## src/rtl/hazard_light_gen.sv

```systemverilog
// Hazard-light pattern generator: steps a 3-LED wind pattern every TICK_DIV enabled
// clocks and emits a one-cycle step strobe alongside each new frame.
module hazard_light_gen #(
    parameter int TICK_DIV = 4
) (
    input  logic       clk,
    input  logic       reset,
    input  logic       en,
    input  logic [1:0] mode,
    output logic [2:0] leds,
    output logic       step
);

    localparam int CW = (TICK_DIV > 1) ? $clog2(TICK_DIV) : 1;
    localparam logic [CW-1:0] CNT_MAX = CW'(TICK_DIV - 1);

    typedef enum logic [3:0] {
        OFF    = 4'd0,
        CALM_A = 4'd1,
        CALM_B = 4'd2,
        RL0    = 4'd3,
        RL1    = 4'd4,
        RL2    = 4'd5,
        LR0    = 4'd6,
        LR1    = 4'd7,
        LR2    = 4'd8
    } state_t;

    state_t        state;
    state_t        state_next;
    logic [CW-1:0] cnt;
    logic          tick;
    logic          state_legal;

    assign tick        = en && (cnt == CNT_MAX);
    assign state_legal = (4'(state) <= 4'(LR2));

    // Prescaler holds (rather than clears) while en is low, so gating stretches the frame.
    always_ff @(posedge clk or negedge reset) begin
        if (!reset) begin
            cnt <= '0;
        end else if (en) begin
            cnt <= tick ? '0 : cnt + CW'(1);
        end
    end

    always_ff @(posedge clk or negedge reset) begin
        if (!reset) begin
            state <= OFF;
            step  <= 1'b0;
        end else begin
            state <= state_next;
            step  <= tick;
        end
    end

    // A mode change always lands on the first frame of the new family.
    always_comb begin
        state_next = state;
        if (tick) begin
            if (!state_legal) begin
                state_next = OFF;
            end else begin
                case (mode)
                    2'b00: state_next = (state == CALM_A) ? CALM_B : CALM_A;
                    2'b01: begin
                        case (state)
                            RL0:     state_next = RL1;
                            RL1:     state_next = RL2;
                            default: state_next = RL0;
                        endcase
                    end
                    2'b10: begin
                        case (state)
                            LR0:     state_next = LR1;
                            LR1:     state_next = LR2;
                            default: state_next = LR0;
                        endcase
                    end
                    default: state_next = OFF;
                endcase
            end
        end
    end

    always_comb begin
        leds = 3'b000;
        case (state)
            CALM_A:  leds = 3'b101;
            CALM_B:  leds = 3'b010;
            RL0:     leds = 3'b001;
            RL1:     leds = 3'b010;
            RL2:     leds = 3'b100;
            LR0:     leds = 3'b100;
            LR1:     leds = 3'b010;
            LR2:     leds = 3'b001;
            default: leds = 3'b000;
        endcase
    end

endmodule

```

## config.mk

```make
export PLATFORM = sky130hd
export DESIGN_NAME = hazard_light_gen
export DESIGN_NICKNAME = d
export VERILOG_FILES = /design/src/rtl/hazard_light_gen.sv
export SDC_FILE = /design/constraint.sdc
export NUM_CORES = 1
export LEC_CHECK = 0
export ABC_CLOCK_PERIOD_IN_PS = 1800
export CAP_MARGIN = 10
export CORE_AREA = 2 2 39 41
export DETAILED_ROUTE_END_ITERATION = 6
export DIE_AREA = 0 0 41 43
export GPL_TIMING_DRIVEN = 0
export HOLD_SLACK_MARGIN = 0.12
export SLEW_MARGIN = 15
export SYNTH_ARGS = -nofsm -noshare
export SYNTH_HDL_FRONTEND = slang
export SYNTH_SLANG_ARGS = --single-unit
```

## constraint.sdc

```tcl
create_clock -name clk -period 1.8 [get_ports clk]
set_clock_uncertainty 0.15 [all_clocks]
set_input_delay 0.18 -clock clk [delete_from_list [all_inputs] [get_ports clk]]
set_output_delay 0.18 -clock clk [all_outputs]
set_load 0.01 [all_outputs]
```

==> results of run 1 <==
==> what timing repair did <==
action	in CTS	in global routing
buffers inserted	1	1
endpoints found under the setup margin	3	3
gates resized for setup	5	6
hold buffers	1	0
endpoints found under the hold margin	7	0
==> flip-flops by register name (all words and copies together), names as in the netlist <==
signal / count
cnt: 2
state: 4
step: 1
==> cell usage after synthesis, drive strengths merged (2+ instances only) <==
| library cell | number | area (um2) |
|---|---|---|
| dfrtp | 7 | 175 |
| inv | 7 | 26.3 |
| ha | 5 | 62.6 |
| mux2i | 5 | 50.1 |
| a21oi | 3 | 18.8 |
| nand2 | 3 | 11.3 |
| nand2b | 3 | 18.8 |
| nor2 | 3 | 11.3 |
| o21ai | 3 | 15.0 |
| buf | 2 | 22.5 |
| nor4 | 2 | 12.5 |
==> path summary, 6_finish.rpt <==
kind / cells after the start / end / start / slack, ns
setup / recovery: 6 / state[1]$_DFFE_PN0P_ / state[0]$_DFFE_PN0P_ / 0.13
hold / removal: 1 / cnt[0]$_DFFE_PN0P_ / cnt[0]$_DFFE_PN0P_ / 0.33
setup reg to reg: 6 / state[1]$_DFFE_PN0P_ / state[0]$_DFFE_PN0P_ / 0.13
max in group asynchronous: 2 / state[2]$_DFFE_PN0P_ / reset / 0.70
hold reg to reg: 1 / cnt[0]$_DFFE_PN0P_ / cnt[0]$_DFFE_PN0P_ / 0.33
min in group asynchronous: 2 / cnt[0]$_DFFE_PN0P_ / reset / 0.56
==> stage by stage <==
stage	std cells	hold slack, ns	power, mW	setup WS (ns)
after floorplan	53	-0.266	0.604	0.263
after global placement	77	0.303	0.789	-0.0413
after detailed placement	77	0.312	0.791	-0.0467
after CTS	83	0.335	0.951	0.00399
after global routing	84	0.366	1.06	0.0240
final	84	0.329	0.957	0.135
==> logic make-up (layout without fill, tap and decap cells) <==
| family | count (synthesis) | count (layout) |
|---|---|---|
| fa+ha+maj | 5 | 5 |
| compound gates | 11 | 11 |
| flops | 7 | 7 |
| simple gates | 15 | 15 |
| buf+inv | 9 | 24 |
| mux | 6 | 6 |
==> routing by layer <==
layer	wire length, um	GRT usage (%)	part of all wire, %
met5	0	0	0
met4	20	8.67	2.1
met3	40	5.76	4.1
met2	434	20.9	45
met1	473	19.3	49
==> worst reg2reg max path: cells and delay by family (launching register included) <==
| family | cells | cell delay, ns |
|---|---|---|
| AO/OA/AOI/OAI | 2 | 0.40 |
| flip-flops | 1 | 0.36 |
| AND/OR/NAND/NOR | 1 | 0.22 |
| adder cells (fa/ha/maj) | 1 | 0.18 |
| buffers and inverters | 1 | 0.12 |
| multiplexers | 1 | 0.09 |
==> final cells by class <==
class                      count  area share [%]
clock buffer                   3            3.38
buffer                         2            3.38
timing repair buffer          11            14.1
inverter                       7            3.94
sequential                     7            26.3
clock inverter                 1           0.750
multi-input combinational     37            45.2
tap                           16            3.00
==> power groups by stage <==
stage,Combinational (mW),Sequential (mW),Clock (mW)
final,0.565,0.248,0.144
after floorplan,0.355,0.249,0
after CTS,0.554,0.247,0.150
after global routing,0.646,0.254,0.162
after detailed placement,0.537,0.254,0
after global placement,0.537,0.251,0
==> impl_metrics.prom, run 1 <==
# TYPE chip_impl_metric gauge
chip_impl_info{name="crit_path_max_delay_cell_type",value="dfrtp_1"} 1
chip_impl_metric{name="detailed_place.area",unit="um2"} 607
chip_impl_metric{name="async_flop_share",unit="%"} 100
chip_impl_info{name="worst-setup-path-type",value="flip-flop to flip-flop"} 1
chip_impl_metric{name="cell_internal_pwr",unit="mW"} 0.578
chip_impl_metric{name="syn-cell-area",unit="um2"} 507
chip_impl_metric{name="dieArea",unit="um2"} 1760
chip_impl_metric{name="comb_power_share",unit="%"} 59.0
chip_impl_metric{name="wl_per_cell",unit="um"} 11.5
chip_impl_metric{name="global_route_wire_length_before_repair",unit="um"} 1760
chip_impl_metric{name="grt_util_all_layers",unit="%"} 15.1
chip_impl_metric{name="starting_density_of_the_core",unit="%"} 36.6
chip_impl_metric{name="timing.final.max_slew_violations",unit=""} 0
chip_impl_metric{name="ant_nets",unit=""} 0
chip_impl_metric{name="port_buffers",unit=""} 8
chip_impl_info{name="worstPathCellList",value="buf_4 -> ha_1 -> mux2i_1 -> or2_0 -> a311oi_2 -> o22ai_1"} 1
chip_impl_metric{name="power.clock.fraction",unit="%"} 15.1
chip_impl_metric{name="ys_ff_latch",unit=""} 7
chip_impl_metric{name="max_clock_freq",unit="MHz"} 601
chip_impl_metric{name="finish.instance_area",unit="um2"} 667
chip_impl_info{name="crit_family",value="compound AO/OA/AOI/OAI gates"} 1
chip_impl_metric{name="pin_count",unit=""} 9
chip_impl_metric{name="leakage",unit="nW"} 0.314
chip_impl_metric{name="timing.critical_path.slowest_cell_delay",unit="ns"} 0.36
chip_impl_metric{name="power.share.switching",unit="%"} 39.6
chip_impl_info{name="final_cell_mix",value="dfrtp_1, inv_1, mux2i_1, clkdlybuf4s50_1, ha_1"} 1
chip_impl_metric{name="drt_pre_antenna_iters",unit=""} 5
chip_impl_metric{name="power.sequential.fraction",unit="%"} 25.9
chip_impl_metric{name="synth_simple_gate_area_share",unit="%"} 16.5
chip_impl_info{name="synth_top_family_by_area",value="simple AND/OR/NAND/NOR gates"} 1
chip_impl_info{name="cts_tree",value="built"} 1
chip_impl_metric{name="core_area",unit="um2"} 1380
chip_impl_metric{name="clk_path_buf_depth",unit=""} 2
chip_impl_metric{name="ys_warn_count",unit=""} 0
chip_impl_metric{name="maximum_resistive_drop_on_vdd",unit="mV"} 0.590
chip_impl_info{name="crit_path_start_kind",value="flip-flop"} 1
chip_impl_metric{name="synth-edff-count",unit=""} 0
chip_impl_metric{name="multi_input_comb_area",unit="um2"} 302
chip_impl_metric{name="signal_arrival_time_at_the_worst_endpoint",unit="ns"} 1.65
chip_impl_metric{name="antenna_violations_before_repair",unit=""} 0
chip_impl_metric{name="transition_time_at_the_pin_with_the_least_slew_margin",unit="ns"} 0.301
chip_impl_metric{name="clkTransAtPathRegs",unit="ns"} 0.06
chip_impl_metric{name="wirelength",unit="um"} 967
chip_impl_info{name="synth_flop_cell",value="dfrtp_1"} 1
chip_impl_metric{name="detail_route.iter0.violations",unit=""} 10
chip_impl_metric{name="die_width",unit="um"} 41
chip_impl_metric{name="post_synth_mux_area_share",unit="%"} 12.1
chip_impl_metric{name="route.detailed.vias_per_inst",unit=""} 5.00
chip_impl_metric{name="timing.final.crit_period",unit="ns"} 1.67
chip_impl_info{name="worstSetupEndpointType",value="flip-flop"} 1
chip_impl_metric{name="cts-buffers-inserted",unit=""} 3
chip_impl_metric{name="cap_viol_max_count",unit=""} 0
chip_impl_metric{name="avgSynthCellArea",unit="um2"} 9.56
chip_impl_metric{name="post_synth_fa_ha_maj_area_fraction",unit="%"} 12.3
chip_impl_metric{name="route.vias.total",unit=""} 420
chip_impl_info{name="layout_commonest_cell",value="dfrtp_1"} 1
chip_impl_metric{name="netSwitchingPower",unit="mW"} 0.379
chip_impl_metric{name="critical_path.max_fanout",unit=""} 3
chip_impl_metric{name="clock_latency",unit="ns"} 0.26
chip_impl_metric{name="fin_crit_sh",unit="%"} 92.5
chip_impl_metric{name="max_slew_margin",unit="%"} 79.7
chip_impl_metric{name="grt_start_max_net_pins",unit=""} 11
chip_impl_metric{name="drt_drc_violations_left",unit=""} 0
chip_impl_metric{name="seq_area",unit="um2"} 175
chip_impl_metric{name="yosysUniqueCellTypes",unit=""} 23
chip_impl_metric{name="globalRoute.totalOverflow",unit=""} 0
chip_impl_metric{name="clock_sinks",unit=""} 7
chip_impl_metric{name="timing.critical_path.buf_inv",unit=""} 1
chip_impl_metric{name="globalplace.congestion",unit=""} 0.755
chip_impl_metric{name="utilization",unit="%"} 48.2
chip_impl_metric{name="fin_setup_tns",unit="ns"} 0
chip_impl_metric{name="htreeDepth",unit=""} 1
chip_impl_metric{name="proportion_of_layout_cells_with_a_drive_suffix_above_1",unit="%"} 23.5
chip_impl_metric{name="fin_nets",unit=""} 79
chip_impl_metric{name="fillCellCount",unit=""} 142
chip_impl_info{name="outcome",value="finished, final reports clean"} 1
chip_impl_metric{name="synthesis.instances",unit=""} 53
chip_impl_metric{name="fp.dieH",unit="um"} 43
chip_impl_info{name="min_path_type",value="flip-flop to flip-flop"} 1
chip_impl_metric{name="yosys.area_share.xor_xnor",unit="%"} 0
chip_impl_metric{name="antenna_cells_inserted",unit=""} 0
chip_impl_metric{name="area_growth",unit="%"} 31.6
chip_impl_metric{name="synth.yosys.seq_area_share",unit="%"} 34.6
chip_impl_metric{name="syn-num-nets",unit=""} 63
chip_impl_metric{name="synth_compound_area_share",unit="%"} 14.8
chip_impl_metric{name="power-per-cell-area",unit="nW/um2"} 1440
chip_impl_info{name="cts_root_buffer",value="clkbuf_4"} 1
chip_impl_metric{name="final-setup-viol-count",unit=""} 0
chip_impl_metric{name="vias_in_the_first_global_route",unit=""} 438
chip_impl_info{name="grt_setup_unrepaired",value="no"} 1
chip_impl_metric{name="hpwlAfterDp",unit="um"} 713
chip_impl_metric{name="final-hold-violation-count",unit=""} 0
chip_impl_metric{name="site_rows",unit=""} 14
chip_impl_metric{name="worst-endpoint-required",unit="ns"} 1.78
Power figures use the tool's default switching activity.
==> run 2: changes to the inputs <==
--- a/config.mk
+++ b/config.mk
@@ -7,9 +7,9 @@
 export LEC_CHECK = 0
 export ABC_CLOCK_PERIOD_IN_PS = 1800
 export CAP_MARGIN = 10
-export CORE_AREA = 2 2 39 41
+export CORE_AREA = 4 4 41 43
 export DETAILED_ROUTE_END_ITERATION = 6
-export DIE_AREA = 0 0 41 43
+export DIE_AREA = 0 0 45 47
 export GPL_TIMING_DRIVEN = 0
 export HOLD_SLACK_MARGIN = 0.12
 export SLEW_MARGIN = 15
==> constraint.sdc (replaced) <==
create_clock -name clk -period 1.8 [get_ports clk]
set_clock_uncertainty 0.15 [all_clocks]
set_input_delay 0.18 -clock clk [delete_from_list [all_inputs] [get_ports clk]]
set_output_delay 0.18 -clock clk [all_outputs]
set_load 0.05 [all_outputs]
==> run 2 against run 1 <==
  * Register-to-register slack hardly changed
  * Die area rose by 20%
  * Sequential share of layout area grew 0.099 points
  * Largest power group unchanged
  * Combinational power grew 35%
  * Worst hold slack better by 0.0038 ns
  * Critical path depth unchanged
==> impl_metrics.prom, run 2 (synthesis gave the netlist of run 1 again) <==
# TYPE chip_impl_metric gauge
chip_impl_info{name="outcome",value="finished, final reports clean"} 1
chip_impl_metric{name="fin_crit_sh",unit="%"} 94.5
chip_impl_metric{name="signal_arrival_time_at_the_worst_endpoint",unit="ns"} 1.37
chip_impl_metric{name="clock_sinks",unit=""} 7
chip_impl_metric{name="wirelength",unit="um"} 970
chip_impl_metric{name="worst-endpoint-required",unit="ns"} 1.47
chip_impl_metric{name="globalplace.congestion",unit=""} 0.782
chip_impl_metric{name="proportion_of_layout_cells_with_a_drive_suffix_above_1",unit="%"} 23.9
chip_impl_info{name="largest_regs",value="state: 4 flops, cnt: 2 flops, step: 1 flops"} 1
chip_impl_metric{name="transition_time_at_the_pin_with_the_least_slew_margin",unit="ns"} 0.495
chip_impl_metric{name="postLayoutSetupSlackWorst",unit="ns"} 0.0992
chip_impl_info{name="cts_root_buffer",value="clkbuf_4"} 1
chip_impl_metric{name="power-per-cell-area",unit="nW/um2"} 1730
chip_impl_metric{name="site_rows",unit=""} 13
chip_impl_metric{name="dieArea",unit="um2"} 2120
chip_impl_info{name="crit_path_max_delay_cell_type",value="dfrtp_1"} 1
chip_impl_metric{name="final-setup-viol-count",unit=""} 0
chip_impl_metric{name="fp.dieH",unit="um"} 47
chip_impl_metric{name="detail_route.iter0.violations",unit=""} 12
chip_impl_metric{name="final-hold-violation-count",unit=""} 0
chip_impl_metric{name="max_clock_freq",unit="MHz"} 588
chip_impl_metric{name="vias_in_the_first_global_route",unit=""} 401
chip_impl_metric{name="wl_per_cell",unit="um"} 11.8
chip_impl_metric{name="route.detailed.vias_per_inst",unit=""} 5.15
chip_impl_info{name="worstSetupEndpointType",value="primary output"} 1
chip_impl_metric{name="grt_util_all_layers",unit="%"} 11.0
chip_impl_metric{name="core_area",unit="um2"} 1300
chip_impl_metric{name="pre_cts_slack",unit="ns"} -0.331
chip_impl_metric{name="antenna_violations_before_repair",unit=""} 0
chip_impl_metric{name="timing.critical_path.buf_inv",unit=""} 3
chip_impl_metric{name="route.vias.total",unit=""} 422
chip_impl_metric{name="pin_count",unit=""} 9
chip_impl_metric{name="drt_drc_violations_left",unit=""} 0
chip_impl_metric{name="htreeDepth",unit=""} 1
chip_impl_info{name="grt_setup_unrepaired",value="no"} 1
chip_impl_info{name="layout_commonest_cell",value="dfrtp_1"} 1
chip_impl_info{name="worst-setup-path-type",value="flip-flop to primary output"} 1
chip_impl_metric{name="clk_path_buf_depth",unit=""} 2
chip_impl_metric{name="clkTransAtPathRegs",unit="ns"} 0.05
chip_impl_metric{name="die_width",unit="um"} 45
chip_impl_metric{name="antenna_cells_inserted",unit=""} 0
chip_impl_metric{name="ant_nets",unit=""} 0
chip_impl_metric{name="hpwlAfterDp",unit="um"} 704
chip_impl_metric{name="timing.final.max_slew_violations",unit=""} 0
chip_impl_metric{name="clock_latency",unit="ns"} 0.25
chip_impl_metric{name="cap_viol_max_count",unit=""} 0
chip_impl_info{name="min_path_type",value="flip-flop to flip-flop"} 1
chip_impl_metric{name="largest_register_ffs",unit=""} 4
chip_impl_metric{name="fin_setup_tns",unit="ns"} 0
chip_impl_metric{name="max_slew_margin",unit="%"} 66.9
chip_impl_metric{name="starting_density_of_the_core",unit="%"} 38.9
chip_impl_metric{name="timing.critical_path.slowest_cell_delay",unit="ns"} 0.39
chip_impl_metric{name="port_buffers",unit=""} 8
chip_impl_metric{name="cts-buffers-inserted",unit=""} 3
chip_impl_info{name="worstPathCellList",value="inv_2 -> ha_4 -> inv_1 -> mux2i_1 -> nor2_2 -> buf_6"} 1
chip_impl_metric{name="area_growth",unit="%"} 31.1
chip_impl_info{name="crit_path_start_kind",value="flip-flop"} 1
chip_impl_info{name="crit_family",value="flip-flops"} 1
chip_impl_metric{name="critical_path.max_fanout",unit=""} 4
chip_impl_metric{name="fin_nets",unit=""} 78
chip_impl_info{name="max_flop_register",value="state"} 1
chip_impl_metric{name="global_route_wire_length_before_repair",unit="um"} 1610
chip_impl_info{name="cts_tree",value="built"} 1
chip_impl_metric{name="drt_pre_antenna_iters",unit=""} 4
chip_impl_metric{name="globalRoute.totalOverflow",unit=""} 0
chip_impl_info{name="final_cell_mix",value="dfrtp_1, inv_1, mux2i_1, clkdlybuf4s50_1, ha_1"} 1
chip_impl_metric{name="leakage",unit="nW"} 0.307
chip_impl_metric{name="timing.final.crit_period",unit="ns"} 1.70
chip_impl_metric{name="grt_start_max_net_pins",unit=""} 11
chip_impl_metric{name="maximum_resistive_drop_on_vdd",unit="mV"} 0.690
run 2: cell types whose count changed in the layout (fill, tap and decap cells not counted):
| cell | change |
|---|---|
| buf_6 | +1 |
| dlygate4sd2_1 | -1 |
| clkbuf_1 | +1 |
| nor2_2 | +1 |
| clkbuf_2 | -2 |
| clkinv_2 | -1 |
| nor2_1 | -1 |
| buf_2 | +1 |
run 2: worst paths after layout:
kind	startpoint	endpoint	slack, ns	cells after the start
min in group asynchronous	reset	state[3]$_DFFE_PN0P_	0.58	2
max in group asynchronous	reset	state[0]$_DFFE_PN0P_	0.68	2
worst min-delay path	cnt[0]$_DFFE_PN0P_	cnt[0]$_DFFE_PN0P_	0.33	1
worst max register to register	state[0]$_DFFE_PN0P_	state[0]$_DFFE_PN0P_	0.13	6
worst max-delay path	state[0]$_DFFE_PN0P_	leds[1]	0.1	6
worst min register to register	cnt[0]$_DFFE_PN0P_	cnt[0]$_DFFE_PN0P_	0.33	1
run 2: power breakdown:
group          total [mW]  switching, mW  internal [mW]
sequential          0.252         0.0377          0.214
clock               0.138         0.0533         0.0843
combinational       0.762          0.458          0.304
run 2: final cells by class:
type / count / area [um2]
fill: 129 / 637
multi-input combinational: 37 / 304
sequential: 7 / 175
timing repair buffer: 10 / 91.3
clock buffer: 4 / 26.3
inverter: 7 / 26.3
buffer: 2 / 22.5
tap: 15 / 18.8
run 2: worst reg2reg max path: cells and delay by family (launching register included):
kind                       cells  cell delay, ns
AOI/OAI and AO/OA              3            0.55
adders and majority gates      1            0.20
buffers and inverters          1            0.15
DFF                            1            0.41
and+or+nand+nor                1            0.11
run 2: repair_timing:
action,4_1_cts,5_1_grt
resized for setup,18,4
hold buffers,1,0
buffers inserted,0,1
cloned,0,0
pin swaps,0,1
setup endpoints to repair,3,4
hold endpoints to repair,7,0
run 2: per-stage QoR:
step	hold WS (ns)	cell area [um2]	total power, mW	std cells	utilization [%]
after global routing	0.371	664	1.24	82	51.1
after floorplan	-0.266	509	0.778	53	-
after global placement	0.305	608	0.965	76	46.7
final	0.333	664	1.15	82	51.1
after detailed placement	0.306	608	0.970	76	46.7
after CTS	0.340	638	1.11	81	49.0
run 2: routing by layer:
layer	up-vias	wire length, um	GRT usage (%)
met5	-	0	0
met4	0	0	7.02
met3	0	47	4.98
met2	9	442	15.5
met1	198	481	13.5
li1	215	-	-
